==> config.mk <==
export PLATFORM = sky130hd
export DESIGN_NAME = pc_branch_ctrl
export DESIGN_NICKNAME = d
export VERILOG_FILES = /design/src/rtl/core_pkg.sv /design/src/rtl/loop_counter.sv /design/src/rtl/pc_branch_ctrl.sv
export SDC_FILE = /design/constraint.sdc
export NUM_CORES = 1
export LEC_CHECK = 0
export BUFFER_PORTS_ARGS = -buffer_cell sky130_fd_sc_hd__buf_2
export CAP_MARGIN = 20
export CORE_UTILIZATION = 43
export CTS_CLUSTER_SIZE = 16
export DETAILED_ROUTE_END_ITERATION = 7
export HOLD_SLACK_MARGIN = 0.03
export PLACE_DENSITY = 0.81
export SYNTH_ARGS = -nofsm -noshare
export SYNTH_HDL_FRONTEND = slang
export SYNTH_SLANG_ARGS = --single-unit
==> constraint.sdc <==
create_clock -name Clk -period 2.2 [get_ports Clk]
set_input_delay 0.44 -clock Clk [delete_from_list [all_inputs] [get_ports Clk]]
set_output_delay 0.44 -clock Clk [all_outputs]
set_load 0.01 [all_outputs]
==> src/rtl/core_pkg.sv <==
// Shared definitions for the single-cycle core: sequencer states, problem IDs,
// per-problem start addresses and default widths.
package core_pkg;

  localparam int unsigned PC_W_DEF   = 8;
  localparam int unsigned LOOP_W_DEF = 8;

  typedef enum logic [1:0] {
    IDLE = 2'd0,
    RUN  = 2'd1,
    FIN  = 2'd2
  } state_t;

  localparam logic [1:0] P_PROD = 2'd0;
  localparam logic [1:0] P_DIV  = 2'd1;
  localparam logic [1:0] P_PAT  = 2'd2;

  // Every problem has its own program image, so all programs start at 0.
  function automatic int unsigned start_addr(input logic [1:0] prob);
    int unsigned addr;
    case (prob)
      P_PROD:  addr = 0;
      P_DIV:   addr = 0;
      P_PAT:   addr = 0;
      default: addr = 0;
    endcase
    return addr;
  endfunction

endpackage

==> src/rtl/loop_counter.sv <==
// Hardware loop counter: load, guarded decrement, zero detect.
module loop_counter
  import core_pkg::*;
#(
  parameter int unsigned LOOP_W = LOOP_W_DEF
) (
  input  logic              i_clk,
  input  logic              i_rst,
  input  logic              i_load,
  input  logic [LOOP_W-1:0] i_init,
  input  logic              i_dec,
  output logic [LOOP_W-1:0] o_cnt,
  output logic              o_zero
);

  logic [LOOP_W-1:0] r_cnt;

  // Load wins over decrement; decrement is blocked at zero so it never underflows.
  always_ff @(posedge i_clk) begin
    if (i_rst) begin
      r_cnt <= '0;
    end else if (i_load) begin
      r_cnt <= i_init;
    end else if (i_dec && (r_cnt != '0)) begin
      r_cnt <= r_cnt - 1'b1;
    end
  end

  assign o_cnt  = r_cnt;
  assign o_zero = (r_cnt == '0);

endmodule

==> src/rtl/pc_branch_ctrl.sv <==
// Program-sequencing controller: owns the PC, run state and loop counter,
// drives the external branch-target LUT and performs the Start/Done handshake.
module pc_branch_ctrl
  import core_pkg::*;
#(
  parameter int unsigned PC_W   = PC_W_DEF,
  parameter int unsigned LOOP_W = LOOP_W_DEF
) (
  input  logic              Clk,
  input  logic              Reset,
  input  logic              Start,
  input  logic [1:0]        ProblemSel,
  input  logic              Halt,
  input  logic              BranchEn,
  input  logic              BranchCond,
  input  logic              LoopBr,
  input  logic              LoopLoad,
  input  logic [LOOP_W-1:0] LoopInit,
  input  logic [3:0]        JptrCon,
  input  logic [2:0]        JptrB,
  input  logic [PC_W-1:0]   JumpTgt,
  output logic [1:0]        LutProblem,
  output logic              LutLoopBranch,
  output logic [3:0]        LutJptrCon,
  output logic [2:0]        LutJptrB,
  output logic [PC_W-1:0]   ProgCtr,
  output logic [LOOP_W-1:0] LoopCnt,
  output logic              Busy,
  output logic              Done,
  output logic              Fault
);

  state_t            r_state, w_state_nxt;
  logic [PC_W-1:0]   r_pc, w_pc_nxt;
  logic [1:0]        r_prob, w_prob_nxt;
  logic              r_fault_pend, w_fault_nxt;
  logic              w_lc_load, w_lc_dec, w_lc_zero;
  logic [LOOP_W-1:0] w_lc_init;
  logic [PC_W-1:0]   w_start_pc;

  assign w_start_pc = PC_W'(start_addr(ProblemSel));

  loop_counter #(.LOOP_W(LOOP_W)) u_loop_counter (
    .i_clk  (Clk),
    .i_rst  (Reset),
    .i_load (w_lc_load),
    .i_init (w_lc_init),
    .i_dec  (w_lc_dec),
    .o_cnt  (LoopCnt),
    .o_zero (w_lc_zero)
  );

  // State register; reset overrides any in-flight run.
  always_ff @(posedge Clk) begin
    if (Reset) begin
      r_state      <= IDLE;
      r_pc         <= '0;
      r_prob       <= '0;
      r_fault_pend <= 1'b0;
    end else begin
      r_state      <= w_state_nxt;
      r_pc         <= w_pc_nxt;
      r_prob       <= w_prob_nxt;
      r_fault_pend <= w_fault_nxt;
    end
  end

  // Next-state, next-PC and loop-counter control; JumpTgt is only selected
  // when a taken branch or loop branch fires.
  always_comb begin
    w_state_nxt = r_state;
    w_pc_nxt    = r_pc;
    w_prob_nxt  = r_prob;
    w_fault_nxt = r_fault_pend;
    w_lc_load   = 1'b0;
    w_lc_init   = '0;
    w_lc_dec    = 1'b0;
    unique case (r_state)
      IDLE: begin
        if (Start) begin
          if (ProblemSel != 2'd3) begin
            w_prob_nxt  = ProblemSel;
            w_pc_nxt    = w_start_pc;
            w_lc_load   = 1'b1;
            w_state_nxt = RUN;
          end else begin
            w_fault_nxt = 1'b1;
            w_state_nxt = FIN;
          end
        end
      end
      RUN: begin
        if (Halt) begin
          w_state_nxt = FIN;
        end else if (BranchEn && BranchCond) begin
          w_pc_nxt = JumpTgt;
        end else if (LoopBr && !BranchEn && !w_lc_zero) begin
          w_lc_dec = 1'b1;
          w_pc_nxt = JumpTgt;
        end else begin
          if (LoopLoad && !BranchEn && !LoopBr) begin
            w_lc_load = 1'b1;
            w_lc_init = LoopInit;
          end
          // Sequential advance: saturate at the top of memory and end the run.
          if (r_pc == '1) begin
            w_fault_nxt = 1'b1;
            w_state_nxt = FIN;
          end else begin
            w_pc_nxt = r_pc + 1'b1;
          end
        end
      end
      FIN: begin
        w_fault_nxt = 1'b0;
        w_state_nxt = IDLE;
      end
      default: w_state_nxt = IDLE;
    endcase
  end

  assign LutProblem    = r_prob;
  assign LutLoopBranch = LoopBr;
  assign LutJptrCon    = JptrCon;
  assign LutJptrB      = JptrB;
  assign ProgCtr       = r_pc;
  assign Busy          = (r_state == RUN);
  assign Done          = (r_state == FIN);
  assign Fault         = (r_state == FIN) && r_fault_pend;

endmodule

## Word-level counts from Yosys, hierarchy flattened

Cells that the tools add are included.

| word-level totals | value |
|---|---|
| output and inout port bits | 29 |
| flip-flop bits (word level) | 21 |
| logic and storage cells | 81 |

| operators by class | value |
|---|---|
| reductions and logical operators | 20 |
| equality and inequality tests | 15 |
| $add $sub $neg | 2 |
| mux-type cells | 39 |

Operator list:

| kind | number |
|---|---|
| 8-bit 2-to-1 mux | 13 |
| 1-bit 2-to-1 mux | 16 |
| 8-bit case mux with 2 select lines | 1 |
| 2-bit inequality test (second input constant) | 7 |
| 2-bit 2-to-1 mux | 6 |
| 8-bit by 1-bit adder with 8-bit output (second input constant) | 1 |
| 8-bit equality test (second input constant) | 1 |
| 8-bit logical NOT | 1 |
| 8-bit nonzero test | 1 |
| 8-bit by 1-bit subtractor with 8-bit output (second input constant) | 1 |
| 1-bit logical AND | 7 |
| 7-bit AND reduction | 1 |
| 3-bit inequality test (second input constant) | 2 |
| 5-bit AND reduction | 1 |
| 4-bit inequality test (second input constant) | 1 |
| 2-bit case mux with 2 select lines | 1 |
| 4-bit AND reduction | 1 |
| 2-bit nonzero test | 2 |
| 1-bit logical NOT | 3 |
| 3-bit by 2-bit inequality test with 1-bit output (second input constant) | 1 |
| 1-bit case mux with 3 select lines | 1 |
| 3-bit AND reduction | 1 |
| 3-bit nonzero test | 1 |
| 2-bit by 1-bit equality test with 1-bit output (second input constant) | 1 |
| other kinds (4) | 4 |

## Logic depth before layout (Yosys ltp)

| logic depth | value |
|---|---|
| depth in word-level cells | 10 |
| mapped depth | 9 |
| mapped depth without buffers | 7 |

## Hierarchy

A second synthesis with hierarchy kept.

| unflattened totals | value |
|---|---|
| cells, all modules | 177 |
| area total of the unflattened synthesis | 1462.7 um^2 |

By module, submodules not included:

| module | cells each | instances | sequential area each (um^2) | area an instance (um^2) |
|---|---|---|---|---|
| pc_branch_ctrl | 118 | 1 | 260.2 | 947.2 |
| loop_counter | 59 | 1 | 160.2 | 515.5 |

## Least setup slack after synthesis

No wires, ideal clock.

| path | value |
|---|---|
| path kind | reg2reg |
| start | register u_loop_counter.r_cnt[0] (netlist: u_loop_counter.o_cnt[0]) |
| end | register u_loop_counter.r_cnt[7] (netlist: u_loop_counter.o_cnt[7]) |
| clock period less this slack | 2343 ps |
| cell stages (with the launch flop) | 10 |
| slack | -143 ps |
| required time | 2081 ps |
| arrival | 2225 ps |
| cells stage by stage | dfxtp_1 inv_1 ha_1 or4b_4 o2111a_1 buf_6 or3b_1 buf_2 o21a_1 o221a_1 |

| between the ends | value |
|---|---|
| longest elaborated chain between the ends | 9 |

Ends and longest elaborated chain:

| what | line | source |
|---|---|---|
| from (decl) | loop_counter.sv:16 | `logic [LOOP_W-1:0] r_cnt;` |
| from (signal assigned) | loop_counter.sv:23 | `r_cnt <= i_init;` |
| from (signal assigned) | loop_counter.sv:25 | `r_cnt <= r_cnt - 1'b1;` |
| 8-bit logical NOT | loop_counter.sv:30 | `assign o_zero = (r_cnt == '0);` |
| 1-bit logical NOT | pc_branch_ctrl.sv:97 | `end else if (LoopBr && !BranchEn && !w_lc_zero) begin` |
| 1-bit logical AND | pc_branch_ctrl.sv:97 |  |
| 1-bit 2-to-1 mux | pc_branch_ctrl.sv:97 |  |
| 1-bit 2-to-1 mux | pc_branch_ctrl.sv:95 | `end else if (BranchEn && BranchCond) begin` |
| 1-bit 2-to-1 mux | pc_branch_ctrl.sv:93 | `if (Halt) begin` |
| 1-bit 2-to-1 mux | pc_branch_ctrl.sv:78 | `unique case (r_state)` |
| 1-bit logical AND | loop_counter.sv:24 | `end else if (i_dec && (r_cnt != '0)) begin` |
| 2-bit nonzero test (no source line) | -- |  |

Several ways; a longest one is shown, not always the timed one. The select of a mux whose other input is x is not followed.
A chain may end at the register's enable or synchronous reset.

## Worst setup path in the final report

| path | value |
|---|---|
| start | register u_loop_counter.r_cnt[1] (netlist: u_loop_counter.o_cnt[1]) |
| end | register u_loop_counter.r_cnt[7] (netlist: u_loop_counter.o_cnt[7]) |

The elaborated chain is that of the path after synthesis.

==> summary.txt <==
Run status
  • Status: finished clean

Power and ir drop
  • Switching Share: 33.0%
  • Gate power share: 32.3%
  • Sequential share of power: 46.2%
  • Int Pwr: 0.607 mW
  • Pleak: 0.816 nW
  • Sw power: 0.299 mW
  • Clock share of power: 21.6%
  • Pwr/cell area: 508 nW/um2
  • Worst vdd ir: 232 uV

Synth
  • Synth cell count leaders: 21 x dfxtp_1, 13 x nor2_1, 10 x inv_1, 10 x nand2_1, 9 x buf_4
  • Mapped Nets: 211
  • Predominant post-synthesis flop cell: dfxtp_1
  • Cell taking the most area after synthesis: dfxtp_1
  • Gate Count Post-Synth: 175
  • Post-synth EDFFs: 0
  • Top post-synthesis cells by area: dfxtp_1 29%, buf_4 4.7%, mux2i_1 4.1%
  • Most common cell in the netlist: dfxtp_1
  • Synth top area share: 29.0%
  • Post-synth ARST share: 0%
  • Mapped Avg Cell Area: 8.28 um2
  • YS warnings: 0
  • Sequential cell area fraction in the yosys report: 29.0%
  • Mapped cell area: 1450 um2
  • Distinct cell type count after synthesis: 53
  • Synth Register Bits: 21

STA
  • Worst Tran Pin Value: 0.338 ns
  • Max-slew violation count: 0
  • Setup Skew: 0.00352 ns
  • Final setup viols: 0
  • Final Critical Period: 2.12 ns
  • Final Cycle Share: 96.3%
  • RSZ-0062 raised after global routing: no
  • Max Freq: 472 MHz
  • Rel. slew slack: 76.9%
  • Worst setup margin: 0.0806 ns
  • Final Hold Fails: 0
  • Setup_tns: 0 ns

Min path
  • Min-Delay Path Depth: 3
  • Worst hold start: LoopInit[1]
  • Worst Hold Class: primary input to flip-flop
  • Hold endpoint: u_loop_counter.o_cnt[1]

Global route
  • Initial antenna violation count: 0
  • Vias in the first global route: 1348
  • Pin count of the biggest net entering global routing: 19
  • First-pass GRT wire length: 6.01 mm
  • Total global routing overflow: 0
  • GRT Util Overall: 22.2%

Final layout
  • Post-route cell area: 1780 um2
  • Area delta synth->final: 23.1%
  • Nets: 262
  • Final-layout fill cell count: 311
  • Diodes inserted: 0
  • Share of cells above drive strength 1: 34.2%

Floorplanning
  • Die W: 60.0 um
  • Core footprint: 3130 um2
  • Initial Util: 46.3%
  • Die Y-Extent: 60.0 um
  • # rows: 20
  • Total die area: 3610 um2
  • I/O pins: 62

Route
  • Total number of vias: 1537
  • Drt wl/cell: 13.8 um
  • Highest metal used: met4
  • DR pass1 iterations: 4
  • WL met2: 1.68 mm
  • Routed WL: 3.71 mm
  • Starting DRT DRC Count: 94
  • Met1 Routed Length: 1.79 mm
  • Final ANT Viol Nets: 0
  • Residual DRC: 0
  • WL met3: 191 um
  • Routed vias/inst: 5.71

Placement
  • Placed Area: 1750 um2
  • Worst slack, placed: 0.0121 ns
  • Final GP Congestion: 0.845
  • DP HPWL: 2.81 mm
  • Port bufs: 47

Setup path
  • Worst Path Arrival: 2.34 ns
  • R2R cell count: 7
  • R2r startpoint: u_loop_counter.o_cnt[1]
  • WS Path Type: flip-flop to flip-flop
  • CP required: 2.42 ns
  • Worst-path maximum fanout: 6
  • Critical path capture point type: flip-flop
  • Worst flop-to-flop path endpoint: u_loop_counter.o_cnt[7]
  • R2r setup slk: 0.08 ns
  • Startpoint types: flip-flop

CTS
  • Clk sinks: 21
  • Clock latency on the worst-skew pair: 0.31 ns
  • CTS tree: done
  • Clock Pin Slew Worst Setup and Hold Paths: 0.12 ns
  • Root Buffer: clkbuf_4
  • Htree depth: 1
  • Hold_buf cts: 0
  • Clk buf depth: 2
  • TritonCTS Buffers: 3

Flow run
  • Number of max-cap violations: 0
## placed cells by master (no fill, tap or decap), types with 2 or more instances in the layout
cell / instances
mux2i_1: 6
o311ai_0: 2
nand3b_1: 2
or3_1: 2
a211oi_1: 3
a22o_1: 2
buf_2: 47
nor2b_1: 6
ha_1: 3
o221a_1: 5
a31oi_1: 7
o2bb2ai_1: 4
a21oi_1: 6
dfxtp_2: 2
inv_2: 2
nor2_1: 13
o21ai_0: 2
clkbuf_4: 3
nor3_1: 4
nand3_1: 7
and2_1: 6
inv_1: 8
nand2_1: 10
o21a_1: 4
and4_1: 2
nor4b_1: 2
dfxtp_1: 19
buf_4: 16
o22ai_1: 3
## metal layers
layer	global-route usage, %	up-vias
li1	-	757
met1	30.3	718
met2	34.8	57
met3	3.46	5
met4	8.97	0
met5	0	-
## worst max path at each step
stage	slack, ns	cells after the start	end	startpoint
4_1_cts	0.05	7	u_loop_counter.o_cnt[7]	u_loop_counter.o_cnt[1]
5_1_grt	0.02	7	u_loop_counter.o_cnt[7]	u_loop_counter.o_cnt[1]
2_1_floorplan	-0.09	9	u_loop_counter.o_cnt[7]	u_loop_counter.o_cnt[0]
3_3_place_gp	0.04	7	u_loop_counter.o_cnt[7]	u_loop_counter.o_cnt[1]
6_report	0.08	7	u_loop_counter.o_cnt[7]	u_loop_counter.o_cnt[1]
3_5_place_dp	0.01	7	u_loop_counter.o_cnt[7]	u_loop_counter.o_cnt[1]
## worst max-delay path, cell delays in order (launching register included)
cell,delay (ns)
dfxtp_2,0.36
inv_2,0.06
ha_1,0.12
or4b_4,0.46
o2111a_1,0.26
or3b_4,0.41
o21a_1,0.12
o221a_1,0.23
## cell families (layout without fill, tap and decap cells)
logic type / Yosys count / in the layout / synth area share, %
buf+inv: 27 / 77 / 10.0
mux: 6 / 6 / 4.15
flops: 21 / 21 / 29.0
xor+xnor: 1 / 1 / 0.605
simple gates: 64 / 64 / 25.0
fa+ha+maj: 3 / 3 / 2.59
compound gates: 53 / 53 / 28.7
## flip-flops by register name (all words and copies together) (netlist names)
name / count
u_loop_counter.o_cnt: 8
r_fault_pend: 1
LutProblem: 2
r_state: 2
ProgCtr: 8
## what timing repair did
| item | CTS | global route |
|---|---|---|
| pin swaps | 0 | 1 |
| setup endpoints to repair | 2 | 1 |
| gates resized for setup | 1 | 0 |
| gates cloned | 0 | 0 |
| buffers inserted | 0 | 0 |
## power by group through the flow
stage	Sequential, mW	Combinational [mW]	Clock [mW]
2_1_floorplan	0.435	0.187	0
3_3_place_gp	0.426	0.283	0
3_5_place_dp	0.427	0.287	0
4_1_cts	0.419	0.290	0.204
5_1_grt	0.422	0.323	0.222
6_report	0.418	0.292	0.196
## stage by stage
step / std cells / power, mW / hold slack, ns / utilization, %
6_report: 269 / 0.906 / 0.354 / 57.0
5_1_grt: 269 / 0.966 / 0.331 / 57.0
4_1_cts: 269 / 0.912 / 0.347 / 57.0
3_5_place_dp: 265 / 0.714 / 0.492 / 56.1
3_3_place_gp: 265 / 0.709 / 0.474 / 56.1
2_1_floorplan: 175 / 0.623 / 0.521 / -
## area by class of cell
type	count	area (um2)	share of cell area, %
clock buffer	3	22.5	1.26
clock inverter	1	5.00	0.281
inverter	10	37.5	2.10
multi-input combinational	127	886	49.6
sequential	21	423	23.7
tap	44	55.1	3.09
timing repair buffer	63	355	19.9
No activity file was read; power rests on OpenSTA's default activity.
